--- config.mk ---
export PLATFORM = sky130hd
export DESIGN_NAME = msrv32_fetch_ctrl_flat
export DESIGN_NICKNAME = d
export VERILOG_FILES = /design/src/rtl/msrv32_fetch_ctrl_if.sv /design/src/rtl/msrv32_fetch_ctrl.sv /design/src/flat_wrapper.sv
export SDC_FILE = /design/constraint.sdc
export NUM_CORES = 1
export LEC_CHECK = 0
export CAP_MARGIN = 5
export CORE_UTILIZATION = 52
export DETAILED_ROUTE_END_ITERATION = 7
export GPL_TIMING_DRIVEN = 1
export PLACE_DENSITY = 0.9
export REMOVE_ABC_BUFFERS = 1
export SLEW_MARGIN = 10
export SYNTH_ARGS = -nofsm -noshare
export SYNTH_HDL_FRONTEND = slang
export SYNTH_SLANG_ARGS = --single-unit
--- constraint.sdc ---
create_clock -name ms_riscv32_mp_clk_in -period 3.3 [get_ports ms_riscv32_mp_clk_in]
set_input_delay 0.495 -clock ms_riscv32_mp_clk_in [delete_from_list [all_inputs] [get_ports ms_riscv32_mp_clk_in]]
set_output_delay 0.495 -clock ms_riscv32_mp_clk_in [all_outputs]
set_load 0.05 [all_outputs]
--- src/rtl/msrv32_fetch_ctrl_if.sv ---
// Instruction-memory request bus between the fetch controller and instruction memory.
// The fetch controller is the master; the memory is the slave.
interface msrv32_fetch_ctrl_if;
    logic [31:0] imaddr_out;
    logic        imreq_out;
    logic        imrdy_in;
    logic [31:0] imdata_in;

    modport master (
        output imaddr_out,
        output imreq_out,
        input  imrdy_in,
        input  imdata_in
    );

    modport slave (
        input  imaddr_out,
        input  imreq_out,
        output imrdy_in,
        output imdata_in
    );
endinterface

--- src/rtl/msrv32_fetch_ctrl.sv ---
// Instruction fetch sequencer for the RV32I core: one outstanding word request,
// stall hold, redirect flush/drain and a fetch-timeout bus error pulse.
module msrv32_fetch_ctrl #(
    parameter logic [31:0] BOOT_ADDRESS   = 32'h0000_0000,
    parameter logic [31:0] NOP_INSTR      = 32'h0000_0013,
    parameter int          TIMEOUT_CYCLES = 255
) (
    input  logic                       ms_riscv32_mp_clk_in,
    input  logic                       ms_riscv32_mp_rst_in,
    input  logic [31:0]                pc_in,
    input  logic                       branch_taken_in,
    input  logic                       trap_taken_in,
    input  logic                       stall_in,
    msrv32_fetch_ctrl_if.master        imem,
    output logic [31:0]                instr_out,
    output logic                       instr_valid_out,
    output logic                       flush_out,
    output logic                       bus_err_out
);

    typedef enum logic [1:0] {
        IDLE  = 2'd0,
        FETCH = 2'd1,
        ISSUE = 2'd2,
        DRAIN = 2'd3
    } state_t;

    localparam logic [31:0] BOOT_ALIGNED = BOOT_ADDRESS & 32'hFFFF_FFFC;
    localparam logic [15:0] TIMEOUT_LAST = 16'(TIMEOUT_CYCLES - 1);

    state_t      state_reg, state_next;
    logic [31:0] imaddr_reg, imaddr_next;
    logic        imreq_reg, imreq_next;
    logic [31:0] instr_reg, instr_next;
    logic        instr_valid_reg, instr_valid_next;
    logic        flush_reg, flush_next;
    logic        bus_err_reg, bus_err_next;
    logic [15:0] tcount_reg, tcount_next;
    logic [31:0] redir_pc_reg, redir_pc_next;

    logic        redirect;
    logic [31:0] pc_aligned;
    logic [15:0] tcount_inc;

    assign redirect   = branch_taken_in | trap_taken_in;
    assign pc_aligned = pc_in & 32'hFFFF_FFFC;
    assign tcount_inc = tcount_reg + 16'd1;

    always_ff @(posedge ms_riscv32_mp_clk_in) begin
        if (ms_riscv32_mp_rst_in) begin
            state_reg       <= IDLE;
            imaddr_reg      <= BOOT_ALIGNED;
            imreq_reg       <= 1'b0;
            instr_reg       <= NOP_INSTR;
            instr_valid_reg <= 1'b0;
            flush_reg       <= 1'b1;
            bus_err_reg     <= 1'b0;
            tcount_reg      <= 16'd0;
            redir_pc_reg    <= BOOT_ALIGNED;
        end else begin
            state_reg       <= state_next;
            imaddr_reg      <= imaddr_next;
            imreq_reg       <= imreq_next;
            instr_reg       <= instr_next;
            instr_valid_reg <= instr_valid_next;
            flush_reg       <= flush_next;
            bus_err_reg     <= bus_err_next;
            tcount_reg      <= tcount_next;
            redir_pc_reg    <= redir_pc_next;
        end
    end

    always_comb begin
        state_next       = state_reg;
        imaddr_next      = imaddr_reg;
        imreq_next       = imreq_reg;
        instr_next       = instr_reg;
        instr_valid_next = instr_valid_reg;
        flush_next       = flush_reg;
        redir_pc_next    = redir_pc_reg;

        case (state_reg)
            IDLE: begin
                state_next  = FETCH;
                imaddr_next = BOOT_ALIGNED;
                imreq_next  = 1'b1;
            end
            FETCH: begin
                if (redirect) begin
                    redir_pc_next    = pc_aligned;
                    instr_next       = NOP_INSTR;
                    instr_valid_next = 1'b0;
                    flush_next       = 1'b1;
                    if (imem.imrdy_in) begin
                        // Current word is stale; relaunch immediately at the target.
                        state_next  = FETCH;
                        imaddr_next = pc_aligned;
                        imreq_next  = 1'b1;
                    end else begin
                        state_next = DRAIN;
                    end
                end else if (imem.imrdy_in) begin
                    instr_next       = imem.imdata_in;
                    instr_valid_next = 1'b1;
                    flush_next       = 1'b0;
                    imreq_next       = 1'b0;
                    state_next       = ISSUE;
                end
            end
            ISSUE: begin
                if (redirect) begin
                    redir_pc_next    = pc_aligned;
                    instr_next       = NOP_INSTR;
                    instr_valid_next = 1'b0;
                    flush_next       = 1'b1;
                    state_next       = FETCH;
                    imaddr_next      = pc_aligned;
                    imreq_next       = 1'b1;
                end else if (!stall_in) begin
                    imaddr_next      = pc_aligned;
                    imreq_next       = 1'b1;
                    instr_valid_next = 1'b0;
                    state_next       = FETCH;
                end
            end
            DRAIN: begin
                // The outstanding request cannot be retracted; wait for it, then drop its data.
                if (redirect) begin
                    redir_pc_next = pc_aligned;
                    if (imem.imrdy_in) begin
                        state_next  = FETCH;
                        imaddr_next = pc_aligned;
                        imreq_next  = 1'b1;
                    end
                end else if (imem.imrdy_in) begin
                    state_next  = FETCH;
                    imaddr_next = redir_pc_reg;
                    imreq_next  = 1'b1;
                end
            end
            default: begin
                state_next = IDLE;
            end
        endcase
    end

    always_comb begin
        tcount_next  = tcount_reg;
        bus_err_next = 1'b0;
        if (imem.imrdy_in ||
            ((state_next != state_reg) && ((state_next == FETCH) || (state_next == DRAIN)))) begin
            tcount_next = 16'd0;
        end else if (imreq_reg) begin
            if (tcount_inc >= TIMEOUT_LAST) begin
                tcount_next  = 16'd0;
                bus_err_next = 1'b1;
            end else begin
                tcount_next = tcount_inc;
            end
        end
    end

    assign imem.imaddr_out = imaddr_reg;
    assign imem.imreq_out  = imreq_reg;
    assign instr_out       = instr_reg;
    assign instr_valid_out = instr_valid_reg;
    assign flush_out       = flush_reg;
    assign bus_err_out     = bus_err_reg;

endmodule

--- src/flat_wrapper.sv ---
// flat-port wrapper written by rule: the top's interface ports become plain ports
module msrv32_fetch_ctrl_flat 
#(
    parameter logic [31:0] BOOT_ADDRESS   = 32'h0000_0000,
    parameter logic [31:0] NOP_INSTR      = 32'h0000_0013,
    parameter int          TIMEOUT_CYCLES = 255
)
  (ms_riscv32_mp_clk_in, ms_riscv32_mp_rst_in, pc_in, branch_taken_in, trap_taken_in, stall_in, instr_out, instr_valid_out, flush_out, bus_err_out, imem_imaddr_out, imem_imreq_out, imem_imrdy_in, imem_imdata_in);
  msrv32_fetch_ctrl_if imem_i ();
  input  logic ms_riscv32_mp_clk_in;
  input  logic ms_riscv32_mp_rst_in;
  input  logic [31:0] pc_in;
  input  logic branch_taken_in;
  input  logic trap_taken_in;
  input  logic stall_in;
  output logic [31:0] instr_out;
  output logic instr_valid_out;
  output logic flush_out;
  output logic bus_err_out;
  output wire logic [$bits(imem_i.imaddr_out)-1:0] imem_imaddr_out;
  output wire logic [$bits(imem_i.imreq_out)-1:0] imem_imreq_out;
  input wire logic [$bits(imem_i.imrdy_in)-1:0] imem_imrdy_in;
  input wire logic [$bits(imem_i.imdata_in)-1:0] imem_imdata_in;
  assign imem_imaddr_out = imem_i.imaddr_out;
  assign imem_imreq_out = imem_i.imreq_out;
  assign imem_i.imrdy_in = imem_imrdy_in;
  assign imem_i.imdata_in = imem_imdata_in;
  msrv32_fetch_ctrl #(.BOOT_ADDRESS(BOOT_ADDRESS), .NOP_INSTR(NOP_INSTR), .TIMEOUT_CYCLES(TIMEOUT_CYCLES)) u_core (.ms_riscv32_mp_clk_in(ms_riscv32_mp_clk_in), .ms_riscv32_mp_rst_in(ms_riscv32_mp_rst_in), .pc_in(pc_in), .branch_taken_in(branch_taken_in), .trap_taken_in(trap_taken_in), .stall_in(stall_in), .imem(imem_i), .instr_out(instr_out), .instr_valid_out(instr_valid_out), .flush_out(flush_out), .bus_err_out(bus_err_out));
endmodule
After elaboration in Yosys (flattened, before gate mapping)
Cells that the tools add are included.
{"block": "totals", "inputBits": 70, "word_cells": 71, "reg_bits": 116, "out_inout_bits": 68}
{"block": "op_classes", "n_bitwise": 2, "order_cmp": 1, "n_reduce_logical": 13, "n_eq_ne": 11, "n_addsub": 1, "n_mux": 34}
{"cell": "32-bit two-way mux", "count": 9}
{"cell": "32-bit one-hot mux with 4 select lines", "count": 1}
{"cell": "32-bit one-hot mux with 2 select lines", "count": 1}
{"cell": "16-bit by 1-bit adder with 16-bit output (second input constant)", "count": 1}
{"cell": "16-bit by 8-bit >= comparator with 1-bit output (second input constant)", "count": 1}
{"cell": "16-bit two-way mux", "count": 1}
{"cell": "1-bit two-way mux", "count": 12}
{"cell": "2-bit two-way mux", "count": 6}
{"cell": "3-bit by 2-bit != test with 1-bit output (second input constant)", "count": 3}
{"cell": "3-bit AND reduction", "count": 3}
{"cell": "2-bit one-hot mux with 4 select lines", "count": 1}
{"cell": "2-bit equality test (second input constant)", "count": 3}
{"cell": "3-bit OR reduction", "count": 2}
{"cell": "2-bit by 1-bit equality test with 1-bit output (second input constant)", "count": 2}
{"cell": "2-bit by 1-bit != test with 1-bit output (second input constant)", "count": 2}
{"cell": "1-bit one-hot mux with 2 select lines", "count": 2}
{"cell": "1-bit one-hot mux with 4 select lines", "count": 1}
{"cell": "2-bit AND reduction", "count": 2}
{"cell": "2-bit zero test", "count": 1}
{"cell": "1-bit logical OR", "count": 2}
{"cell": "2-bit != test", "count": 1}
{"cell": "2-bit nonzero test", "count": 1}
{"cell": "2-bit OR reduction", "count": 1}
{"cell": "1-bit logical AND", "count": 1}
{"cell": "2 further kinds", "count": 2}

Longest topological paths before layout
Gate-level depths: netlist of run 1.
{"block": "depth", "word_depth": 8, "mapped_depth": 10, "mapped_depth_nobuf": 8}

Worst setup path before layout of run 1
Ideal clock, no wire load.
{"block": "synth_path", "path_type": "input to register", "start": "input imem_imrdy_in", "end": "register u_core.tcount_reg[14]", "setup_ns": 0.116, "setup_slack_ns": 1.215, "n_path_buf": 2, "required_ns": 3.184, "arrival_ns": 1.970, "cell_stages": 8, "cell_sequence": "buf_6 or3_4 and3_4 o311a_1 o211ai_2 nand2_2 buf_6 and3b_1"}
{"block": "synth_between", "elab_chain_cells": 8, "elab_cells_between_ends": 12, "classes_between": "3 x eq/ne; 5 x mux; 4 x reduce/logical"}
{"item": "from (decl)", "line": "flat_wrapper.sv:22", "text": "input wire logic [$bits(imem_i.imrdy_in)-1:0] imem_imrdy_in;"}
{"item": "2-bit two-way mux (on tied branches)", "line": "msrv32_fetch_ctrl.sv:102, msrv32_fetch_ctrl.sv:94"}
{"item": "2-bit two-way mux", "line": "msrv32_fetch_ctrl.sv:89", "text": "if (redirect) begin"}
{"item": "2-bit one-hot mux with 4 select lines", "line": "msrv32_fetch_ctrl.sv:82", "text": "case (state_reg)"}
{"item": "2-bit by 1-bit equality test with 1-bit output / 2-bit equality test (equally long branches)", "line": "msrv32_fetch_ctrl.sv:151", "text": "((state_next != state_reg) && ((state_next == FETCH) || (state_next == DRAIN)))) begin"}
{"item": "1-bit logical OR", "line": "msrv32_fetch_ctrl.sv:151"}
{"item": "1-bit logical AND", "line": "msrv32_fetch_ctrl.sv:151"}
{"item": "1-bit logical OR *", "line": "msrv32_fetch_ctrl.sv:150", "text": "if (imem.imrdy_in ||"}
{"item": "2-bit OR reduction (no source line) *"}
{"item": "to (signal assigned)", "line": "msrv32_fetch_ctrl.sv:68", "text": "tcount_reg <= tcount_next;"}
{"item": "to (decl)", "line": "msrv32_fetch_ctrl.sv:38", "text": "logic [15:0] tcount_reg, tcount_next;"}
Every way passes the cells marked *; elsewhere a longest branch is shown, timed or not.
A chain may end at the register's enable or synchronous reset.

Worst setup path in the final report of run 1
{"block": "layout_path", "start": "input trap_taken_in", "end": "register u_core.imaddr_reg[8], in the netlist u_core.imem.imaddr_out[8]"}
{"block": "layout_between", "elab_chain_cells": 3, "elab_cells_between_ends": 8, "classes_between": "3 x eq/ne; 3 x mux; 1 x bitwise; 1 x reduce/logical"}
{"item": "from (decl)", "line": "flat_wrapper.sv:14", "text": "input logic trap_taken_in;"}
{"item": "1-bit bitwise OR *", "line": "msrv32_fetch_ctrl.sv:45", "text": "assign redirect = branch_taken_in | trap_taken_in;"}
{"item": "32-bit two-way mux, or another cell as far along", "line": "msrv32_fetch_ctrl.sv:128", "text": "if (redirect) begin"}
{"item": "32-bit one-hot mux with 4 select lines / 3-bit AND reduction (equally long branches)"}
{"item": "to (signal assigned)", "line": "msrv32_fetch_ctrl.sv:62", "text": "imaddr_reg <= imaddr_next;"}
{"item": "to (decl)", "line": "msrv32_fetch_ctrl.sv:32", "text": "logic [31:0] imaddr_reg, imaddr_next;"}
Marked as above.

==> run metrics, run 1 <==
initial antenna violation count=0; core area=9196 sq um; met3 Use GR=9.557%; warnings from Yosys=0; gpl congestion=0.8184; final setup fails=0; vias in the first global route=4498; Routed Antenna Nets=0; layout cells sized above 1=7.849%; Final #Nets=753; worst relative slew slack=28.64%; Post-Place Cells=768; final worst setup slack=0.8246 ns; combinational cell fraction of total power=13.5%; die area=9835 sq um; Hold Path Class=in2reg; Worst Tran Pin Value=1.070 ns; Synth area leader=dfxtp_1; Ant. Diodes=0; Clock Sink Count=116; CP peak stage delay=0.55 ns; Worst Hold Slack=0.3838 ns; layout overhead on the synthesized area=39.50%; GRT Util Overall=27.32%; Place WS=0.4021 ns; row count=35; most used routing layer in global routing=met2; pwr dens=545.3 nW/um^2; sequential cell fraction of total power=39.6%; Util after Layout=74.48%; Slew Viols, Final=0; Port Buffer Count=135; Net Sw Power=988.0 uW; Avg Cell Area, Syn=8.799 sq um; clock slew at reported path FFs=0.06 ns; Worst VDD drop=0.0004360 V; post-synth top area share=47.30%; hold buffers post-CTS=0; skew final=0.007462 ns; sw frac=26.45%; Clk pwr share=46.8%; vias per cell=5.830; Die Y=99.17 microns; clock buffer depth=2; wirelength, routed=13120 microns; GRT met2 Usage=45.13%; Primary FF master, synth=dfxtp_1; internal power=2747 uW; post-synthesis register bit count=116; Syn Inst Count=558; Worst Setup SP=trap_taken_in; critical path launch point type=primary input; crit-path max FO=30; achievable clock frequency=404.0 MHz; Iter 0 DRT Violations=292; RSZ-0062 raised after global routing=no; Congestion Overflow GR=0; CP Cell Sequence=clkdlybuf4s50_1 -> or2_2 -> a21o_1 -> a21o_1 -> a22oi_1 -> a2bb2oi_1 -> nor2_1; Tmin final=2.475 ns; non-filler cells, final=799; TNS Setup=0 ns; slowest stage cell, crit path=a21o_1; worst path required time=3.67 ns; Crit Path Class=in2reg; hold path start=ms_riscv32_mp_rst_in; Resize count post-CTS=0; crit-path most repeated cell=a21o_1; met1 Use GR=32.26%; first-pass GRT wire length=21310 microns; detailed-placement wirelength estimate=8319 microns; Post-synth EDFFs=0; CTS tree=built; Synth Cell Area=4910 sq um; status=complete, no violations; Async SR Flop Fraction=0%; detailed-route via count=4658; iteration count of the initial detailed-routing pass=5; crit path DAT=2.85 ns; Synth cell types=48; I/O Pins=138; initial core utilization=53.39%; register area share after synthesis=47.30%; CP endpoint kind=flop; CTS buffer count=17; Pleak=0.002550 uW; Tcrit/Tclk final=75.01%; reg2reg start=u_core.state_reg[1]; # Max-Cap Violations=0; Hold Vio Cnt, Final=0; overall die width=99.17 microns; Crit path buffers/inverters=1; clk root buf=clkbuf_8; Clock Latency Late Sink=0.52 ns; WL/cell=16.41 microns; number of remaining DRC errors=0; cell family with the largest share of critical-path delay=compound AO/OA/AOI/OAI gates; largest net degree at the start of global routing=79; H-Tree Depth=4; Post CTS Setup Buffer Count=0; ranking of synthesized cells by area=dfxtp_1 47%, a22oi_1 9.2%, nor2_1 5.6%
## logic make-up (layout without fill, tap and decap cells)
kind of cell	after synthesis	after routing	share of synthesized area, %
and+or+nand+nor	211	211	20.87
AOI/OAI and AO/OA	168	168	24.77
DFF	116	116	47.30
buffers and inverters	51	181	4.383
adders and majority gates	7	7	1.784
xor gates and xnor gates	5	5	0.8921
## metrics by stage
stage,area [sq um],power (uW)
5_1_grt,6849,3868
3_5_place_dp,6281,2009
4_1_cts,6849,3759
2_1_floorplan,4717,1787
6_report,6849,3735
3_3_place_gp,6281,1994
## worst register-to-register path, cell delays in order, from the launching register on
cell and delay [ns]:
dfxtp_1 0.44, inv_1 0.10, ha_1 0.33, a21o_1 0.20, a21o_1 0.55, a22oi_1 0.38, a2bb2oi_1 0.24, nor2_1 0.07
## layout by cell type, fill, tap and decap left out, types with 5 or more instances in the layout
cell type        count
a21boi_1             8
a21oi_1             35
a22oi_1             60
a2bb2oi_1           30
and3b_1             11
buf_4                9
clkbuf_16           16
clkdlybuf4s50_1    134
dfxtp_1            116
ha_1                 7
inv_1                6
nand2_1             71
nand2b_1             6
nand3_1              7
nand4_1              5
nor2_1              71
nor2b_1              6
o211ai_1             7
o21ai_0              9
## per-layer routing
layer	part of all wire (%)	vias to the layer above
met5	0	-
met4	2.4	0
met3	7.4	29
met2	50	170
met1	40	2227
li1	-	2232
## synthesized netlist by cell type (all sizes together), types with 7 or more instances
master	n
ha	7
a21oi	35
clkbuf	36
a2bb2oi	30
nor2	73
o21ai	9
a21boi	8
nand2	72
dfxtp	116
o211ai	8
and3b	11
buf	9
nand3	7
a22oi	61
## area by class of cell
cell class / count / area [sq um]
Tap cell: 111 / 138.9
Multi-Input combinational cell: 391 / 2384
Timing Repair Buffer: 144 / 1414
Sequential cell: 116 / 2322
Inverter: 6 / 22.52
Fill cell: 650 / 2347
Clock buffer: 17 / 414.1
Clock inverter: 14 / 153.9
## power by group through the flow
stage	clock network (uW)	registers, uW	logic [uW]
after floorplan	0	1570	218
after CTS	1780	1480	503
after global routing	1840	1490	544
final	1750	1480	505
after detailed placement	0	1510	500
after global placement	0	1510	489
## path summary, 6_finish.rpt
path | end | slack (ns) | cells past startpoint
setup / recovery | u_core.imem.imaddr_out[8] | 0.82 | 7
hold / removal | u_core.instr_valid_out | 0.38 | 2
setup reg to reg | u_core.imem.imaddr_out[8] | 0.84 | 7
hold reg to reg | u_core.redir_pc_reg[19] | 0.46 | 2
(Power assumes the default switching activity.)
==> run 2: changes to the inputs <==
CORE_UTILIZATION = 48   (was 52)
PLACE_DENSITY = 0.84   (was 0.9)
clock period = 2.3 ns   (was 3.3 ns; I/O delays follow)
==> run 2 against run 1 <==
  * Routed wire length is 0.91% lower
  * Non-clock buffer count is 12 higher
  * First-iteration DRC count is 3.8% lower
  * Register-to-register slack worse by 0.68 ns
  * Final cell count is 4.4% higher
  * Critical path depth unchanged
  * Count of clock-buffer cells in the layout is the same
  * Die area increased by 8.2%
  * Via count is essentially flat
  * Worst hold slack got worse by 0.15 ns
==> run metrics, run 2 (synthesized netlist as in run 1, its figures left out) <==
Iter 0 DRT Violations=281 (was 292); clk root buf=clkbuf_8 (unchanged); initial core utilization=49.77% (was 53.39%); FILL cells=709 (was 650); layout cells sized above 1=9.558% (was 7.849%); Final #Nets=765 (was 753); most common cell after layout, fill and taps aside=clkdlybuf4s50_1 (unchanged); Routed Antenna Nets=0 (unchanged); detailed-route via count=4660 (was 4658); Slew Viols, Final=0 (unchanged); final setup fails=0 (unchanged); CTS tree=built (unchanged); Place WS=-0.09413 ns (was 0.4021 ns); Die Y=103.1 microns (was 99.17 microns); row count=36 (was 35); cell family with the largest share of critical-path delay=simple AND/OR/NAND/NOR gates (was compound AO/OA/AOI/OAI gates); Worst Hold Slack=0.2320 ns (was 0.3838 ns); iteration count of the initial detailed-routing pass=5 (unchanged); die area=10640 sq um (was 9835 sq um); metal3 WL=848 microns (was 968 microns); GRT Util Overall=24.92% (was 27.32%); skew final=0.01109 ns (was 0.007462 ns); Worst VDD drop=0.0006501 V (was 0.0004360 V); gpl congestion=0.8366 (was 0.8184); largest net degree at the start of global routing=99 (was 79); non-filler cells, final=834 (was 799); number of remaining DRC errors=0 (unchanged); WL/cell=15.58 microns (was 16.41 microns); Port Buffer Count=135 (unchanged); Tcrit/Tclk final=92.90%; core area=9864 sq um (was 9196 sq um); total power=5478 uW (was 3735 uW); Pleak=0.002653 uW (was 0.002550 uW); worst relative slew slack=63.21% (was 28.64%); Post-Place Cell Area=6484 sq um (was 6281 sq um); H-Tree Depth=4 (unchanged); met2 WL=6647 microns (was 6549 microns); Clock Latency Late Sink=0.51 ns (was 0.52 ns); met1 WL=5267 microns (was 5284 microns); hold buffers post-CTS=0 (unchanged); vias per cell=5.588 (was 5.830); clock buffer depth=2 (unchanged); achievable clock frequency=468.0 MHz; Hold Path Class=in2reg (unchanged); Crit path buffers/inverters=1 (unchanged); Post-Place Cells=800 (was 768); DR top layer=met4 (unchanged); Congestion Overflow GR=0 (unchanged); vias in the first global route=4383 (was 4498); clock slew at reported path FFs=0.06 ns (about the same); pwr dens=773.1 nW/um^2 (was 545.3 nW/um^2); critical path launch point type=flop (was primary input); overall die width=103.1 microns (was 99.17 microns); crit path DAT=2.56 ns (was 2.85 ns); final worst setup slack=0.1633 ns (was 0.8246 ns); detailed-placement wirelength estimate=8460 microns (was 8319 microns); most frequent cells in the layout=134 x clkdlybuf4s50_1, 116 x dfxtp_1, 71 x nor2_1, 71 x nand2_1, 60 x a22oi_1 (unchanged); Worst Tran Pin Value=0.5502 ns (was 1.070 ns); first-pass GRT wire length=20440 microns (was 21310 microns); Post CTS Setup Buffer Count=0 (unchanged); slowest stage cell, crit path=or4_1 (was a21o_1); Resize count post-CTS=0 (unchanged); CP Cell Sequence=inv_1 -> ha_1 -> o21ai_0 -> nand2_1 -> or4_1 -> nand2_2 -> a21boi_1 (was clkdlybuf4s50_1 -> or2_2 -> a21o_1 -> a21o_1 -> a22oi_1 -> a2bb2oi_1 -> nor2_1); initial antenna violation count=0 (unchanged); status=complete, no violations (unchanged); CP peak stage delay=0.48 ns (was 0.55 ns); Hold Vio Cnt, Final=0 (unchanged); CP endpoint kind=flop (unchanged); fin area=7086 sq um (was 6849 sq um); wirelength, routed=13000 microns (was 13120 microns); CTS buffer count=17 (unchanged); Ant. Diodes=0 (unchanged); I/O Pins=138 (unchanged); Clock Sink Count=116 (unchanged); RSZ-0062 raised after global routing=no (unchanged); Tmin final=2.137 ns; # Max-Cap Violations=0 (unchanged); layout overhead on the synthesized area=44.32% (was 39.50%); worst path required time=2.72 ns (was 3.67 ns); Crit Path Class=reg2reg (was in2reg); crit-path max FO=17 (was 30)
-- run 2: changes by cell type in the layout (fill, tap and decap cells not counted), sizes merged --
cell      before  now
buf           10   22
inv            9   11
clkinvlp       3    2
-- run 2: final timing paths --
path                            from                       to  slack [ns]  cells past startpoint
max              u_core.state_reg[0]     u_core.tcount_reg[2]        0.16                      7
min             ms_riscv32_mp_rst_in      u_core.state_reg[0]        0.23                      2
max reg2reg      u_core.state_reg[0]     u_core.tcount_reg[2]        0.16                      7
min reg2reg  u_core.redir_pc_reg[16]  u_core.redir_pc_reg[16]        0.46                      2
-- run 2: final cells by class --
class / instances / area, sq um / area share [%]
Tap cell: 133 / 166.4 / 2.349
Clock inverter: 15 / 172.7 / 2.437
Timing Repair Buffer: 156 / 1604 / 22.64
Clock buffer: 17 / 414.1 / 5.845
Multi-Input combinational cell: 391 / 2384 / 33.64
Sequential cell: 116 / 2322 / 32.77
Inverter: 6 / 22.52 / 0.3179
-- run 2: per-layer routing --
metal  vias up  track usage (%)
li1       2256                -
met1      2216            28.86
met2       166            42.67
met3        22            8.407
met4         0            9.317
met5         -                0
-- run 2: stage by stage --
stage	TNS [ns]	utilization, %
after floorplan	-5.346	-
after global placement	-0.4964	65.73
after detailed placement	-1.125	65.73
after CTS	0	71.68
after global routing	0	71.83
final	0	71.83
-- run 2: where the power goes --
part	leakage, uW	switching [uW]	internal, uW	total (uW)
Clock	0.000283	1010	1570	2580
Combinational	0.00143	413	358	771
Sequential	0.000941	42.7	2080	2120
Total	0.00265	1470	4010	5480
==> run 3: changes to the inputs <==
ABC_CLOCK_PERIOD_IN_PS = 1900   (was default)
CORE_UTILIZATION = 57   (was 48)
DONT_BUFFER_PORTS = 1   (was default)
PLACE_DENSITY = 0.79   (was 0.84)
clock period = 1.9 ns   (was 2.3 ns; I/O delays follow)
==> run 3 against run 2 <==
  * The flow now finishes with violations (hold timing, setup timing)
  * First-iteration DRC count decreased by 17%
  * Clock power grew 10%
  * Final area shrank 8.8%
  * Routed wire length up 7.2%
  * Die area fell by 15%
  * Via count shrank 2.7%
  * Sequential power increased by 27%
  * Sequential share of layout area grew 3.4 points
  * Setup slack lost 0.18 ns
  * Count of clock-buffer cells in the layout up 1
  * Fmax grew 11%
  * Critical path type unchanged
  * Largest power group unchanged
  * Highest routed layer unchanged
==> run metrics, run 3 (synthesized netlist as in run 1, its figures left out) <==
status=finished, violations left (was complete, no violations); failing checks=hold timing, setup timing; Worst Setup SP=u_core.tcount_reg[8] (was u_core.state_reg[0]); H-Tree Depth=4 (unchanged); reg2reg start=u_core.tcount_reg[8] (was u_core.state_reg[0]); pwr dens=984.0 nW/um^2 (was 773.1 nW/um^2); Clk pwr share=44.6% (was 47.2%); Tmin final=1.917 ns (was 2.137 ns); initial core utilization=59.45% (was 49.77%); hold path start=ms_riscv32_mp_rst_in (unchanged); critical path launch point type=flop (unchanged); detailed-placement wirelength estimate=7512 microns (was 8460 microns); Worst VDD drop=0.001004 V (was 0.0006501 V); Slew Viols, Final=0 (unchanged); sw frac=26.98% (was 26.80%); # Max-Cap Violations=0 (unchanged); die area=8989 sq um (was 10640 sq um); vias in the first global route=4202 (was 4383); r2r setup slk=-0.02 ns (was 0.16 ns); initial antenna violation count=0 (unchanged); Clock Sink Count=116 (unchanged); Routed Antenna Nets=0 (unchanged); non-filler cells, final=710 (was 834); Congestion Overflow GR=0 (unchanged); crit-path max FO=5 (was 17); Crit Path Class=reg2reg (unchanged); Pleak=0.002431 uW (was 0.002653 uW); final worst setup slack=-0.01662 ns (was 0.1633 ns); core area=8258 sq um (was 9864 sq um); crit path DAT=2.34 ns (was 2.56 ns); worst path required time=2.33 ns (was 2.72 ns); vias per cell=6.385 (was 5.588); wirelength, routed=13930 microns (was 13000 microns); number of remaining DRC errors=0 (unchanged); most frequent cells in the layout=107 x dfxtp_1, 69 x nor2_1, 67 x nand2_1 (was 134 x clkdlybuf4s50_1, 116 x dfxtp_1, 71 x nor2_1, 71 x nand2_1, 60 x a22oi_1); Worst Tran Pin Value=0.5790 ns (was 0.5502 ns); Die Y=94.81 microns (was 103.1 microns); Post-Place Cells=660 (was 800); Hold Path Class=in2reg (unchanged); largest net degree at the start of global routing=102 (was 99); layout cells sized above 1=30.58% (was 9.558%); achievable clock frequency=521.8 MHz (was 468.0 MHz); Tcrit/Tclk final=100.9% (was 92.90%); Iter 0 DRT Violations=232 (was 281); Net Sw Power=1716 uW (was 1468 uW); gpl congestion=0.8214 (was 0.8366); combinational cell fraction of total power=13.0% (was 14.1%); clock buffer depth=2 (unchanged); worst hold endpoint=u_core.redir_pc_reg[9] (was u_core.state_reg[0]); iteration count of the initial detailed-routing pass=4 (was 5); Clock Latency Late Sink=0.50 ns (was 0.51 ns); Ant. Diodes=0 (unchanged); Worst Hold Slack=-0.1567 ns (was 0.2320 ns); Hold Vio Cnt, Final=97 (was 0); Port Buffer Count=0 (was 135); r2r endpoint=u_core.tcount_reg[2] (unchanged); detailed-route via count=4533 (was 4660); skew final=0.007480 ns (was 0.01109 ns); RSZ-0062 raised after global routing=yes (was no); Register-to-Register Path Depth=7 (unchanged); GRT Util Overall=27.32% (was 24.92%); internal power=4645 uW (was 4009 uW); CP endpoint kind=flop (unchanged); CTS tree=built (unchanged); I/O Pins=138 (unchanged); Final #Nets=670 (was 765); layout overhead on the synthesized area=31.68% (was 44.32%); CTS buffer count=17 (unchanged); clk root buf=clkbuf_8 (unchanged); sequential cell fraction of total power=42.3% (was 38.8%); overall die width=94.81 microns (was 103.1 microns); WL/cell=19.62 microns (was 15.58 microns); first-pass GRT wire length=19120 microns (was 20440 microns); worst relative slew slack=61.35% (was 63.21%); most common cell after layout, fill and taps aside=dfxtp_1 (was clkdlybuf4s50_1); row count=33 (was 36); clock slew at reported path FFs=0.06 ns (about the same); Hold Crit Depth=1 (was 2); final setup fails=1 (was 0)
[run 3: changes by cell type in the layout (fill, tap and decap cells not counted), sizes merged]
cell / before / now
bufinv: 2 / 1
clkinvlp: 2 / 5
clkbuf: 17 / 22
inv: 11 / 6
buf: 22 / 55
clkdlybuf4s50: 134 / 0
clkinv: 6 / 7
nand2: 72 / 74
[run 3: worst max-delay path by stage]
| stage | to | cells past startpoint | slack, ns |
|---|---|---|---|
| floorplan | u_core.instr_out[0] | 6 | -0.64 |
| global placement | u_core.tcount_reg[3] | 8 | -0.06 |
| detailed placement | u_core.tcount_reg[6] | 8 | -0.12 |
| CTS | u_core.tcount_reg[4] | 8 | 0.001 |
| global route | u_core.tcount_reg[2] | 7 | -0.14 |
| finish | u_core.tcount_reg[2] | 7 | -0.02 |
[run 3: power groups by stage]
stage          clock network, uW  logic [uW]  registers [uW]
2_1_floorplan                  0         379            2730
3_3_place_gp                   0         577            2720
6_report                    2840         829            2690
4_1_cts                     2860         636            2680
5_1_grt                     2970         881            2700
3_5_place_dp                   0         593            2730
[run 3: what timing repair did]
item / CTS / global route
endpoints found under the hold margin: 99 / 99
setup buffers: 5 / 7
resized for setup: 20 / 90
cloned: 2 / 6
pin swaps: 18 / 22
setup endpoints to repair: 17 / 49
[run 3: area by class of cell]
type,count,area [sq um]
sequential,116,2338
timing repair buffer,59,598.1
multi-input combinational,393,2843
clock buffer,18,417.9
inverter,6,22.52
tap,105,131.4
fill,532,1793
clock inverter,13,113.9
[run 3: through the flow]
step / setup TNS (ns) / instance area, sq um / setup WS [ns] / util (%) / total power, uW
after global placement: -1.001 / 5225 / -0.06424 / 63.27 / 3301
after floorplan: -30.43 / 4717 / -0.6388 / - / 3104
after CTS: 0 / 5876 / 0.001275 / 71.15 / 6175
final: -0.01662 / 6465 / -0.01662 / 78.29 / 6362
after detailed placement: -1.607 / 5225 / -0.1173 / 63.27 / 3322
after global routing: -1.937 / 6465 / -0.1354 / 78.29 / 6553
[run 3: per-layer routing]
metal / track usage, % / part of all wire (%) / wire [microns] / vias up
li1: - / - / - / 2083
met1: 29.64 / 38 / 5317 / 2232
met2: 46.88 / 53 / 7316 / 192
met3: 10.47 / 7.4 / 1029 / 26
met4: 12.50 / 1.9 / 264 / 0
met5: 0 / 0 / 0 / -
[run 3: worst max-delay path, cell delays in order, from the launching register on]
cell,delay [ns]
dfxtp_1,0.45
nand2_2,0.18
nor4_4,0.27
nand4_1,0.20
a211oi_4,0.31
buf_6,0.15
o211ai_1,0.12
a21boi_1,0.16
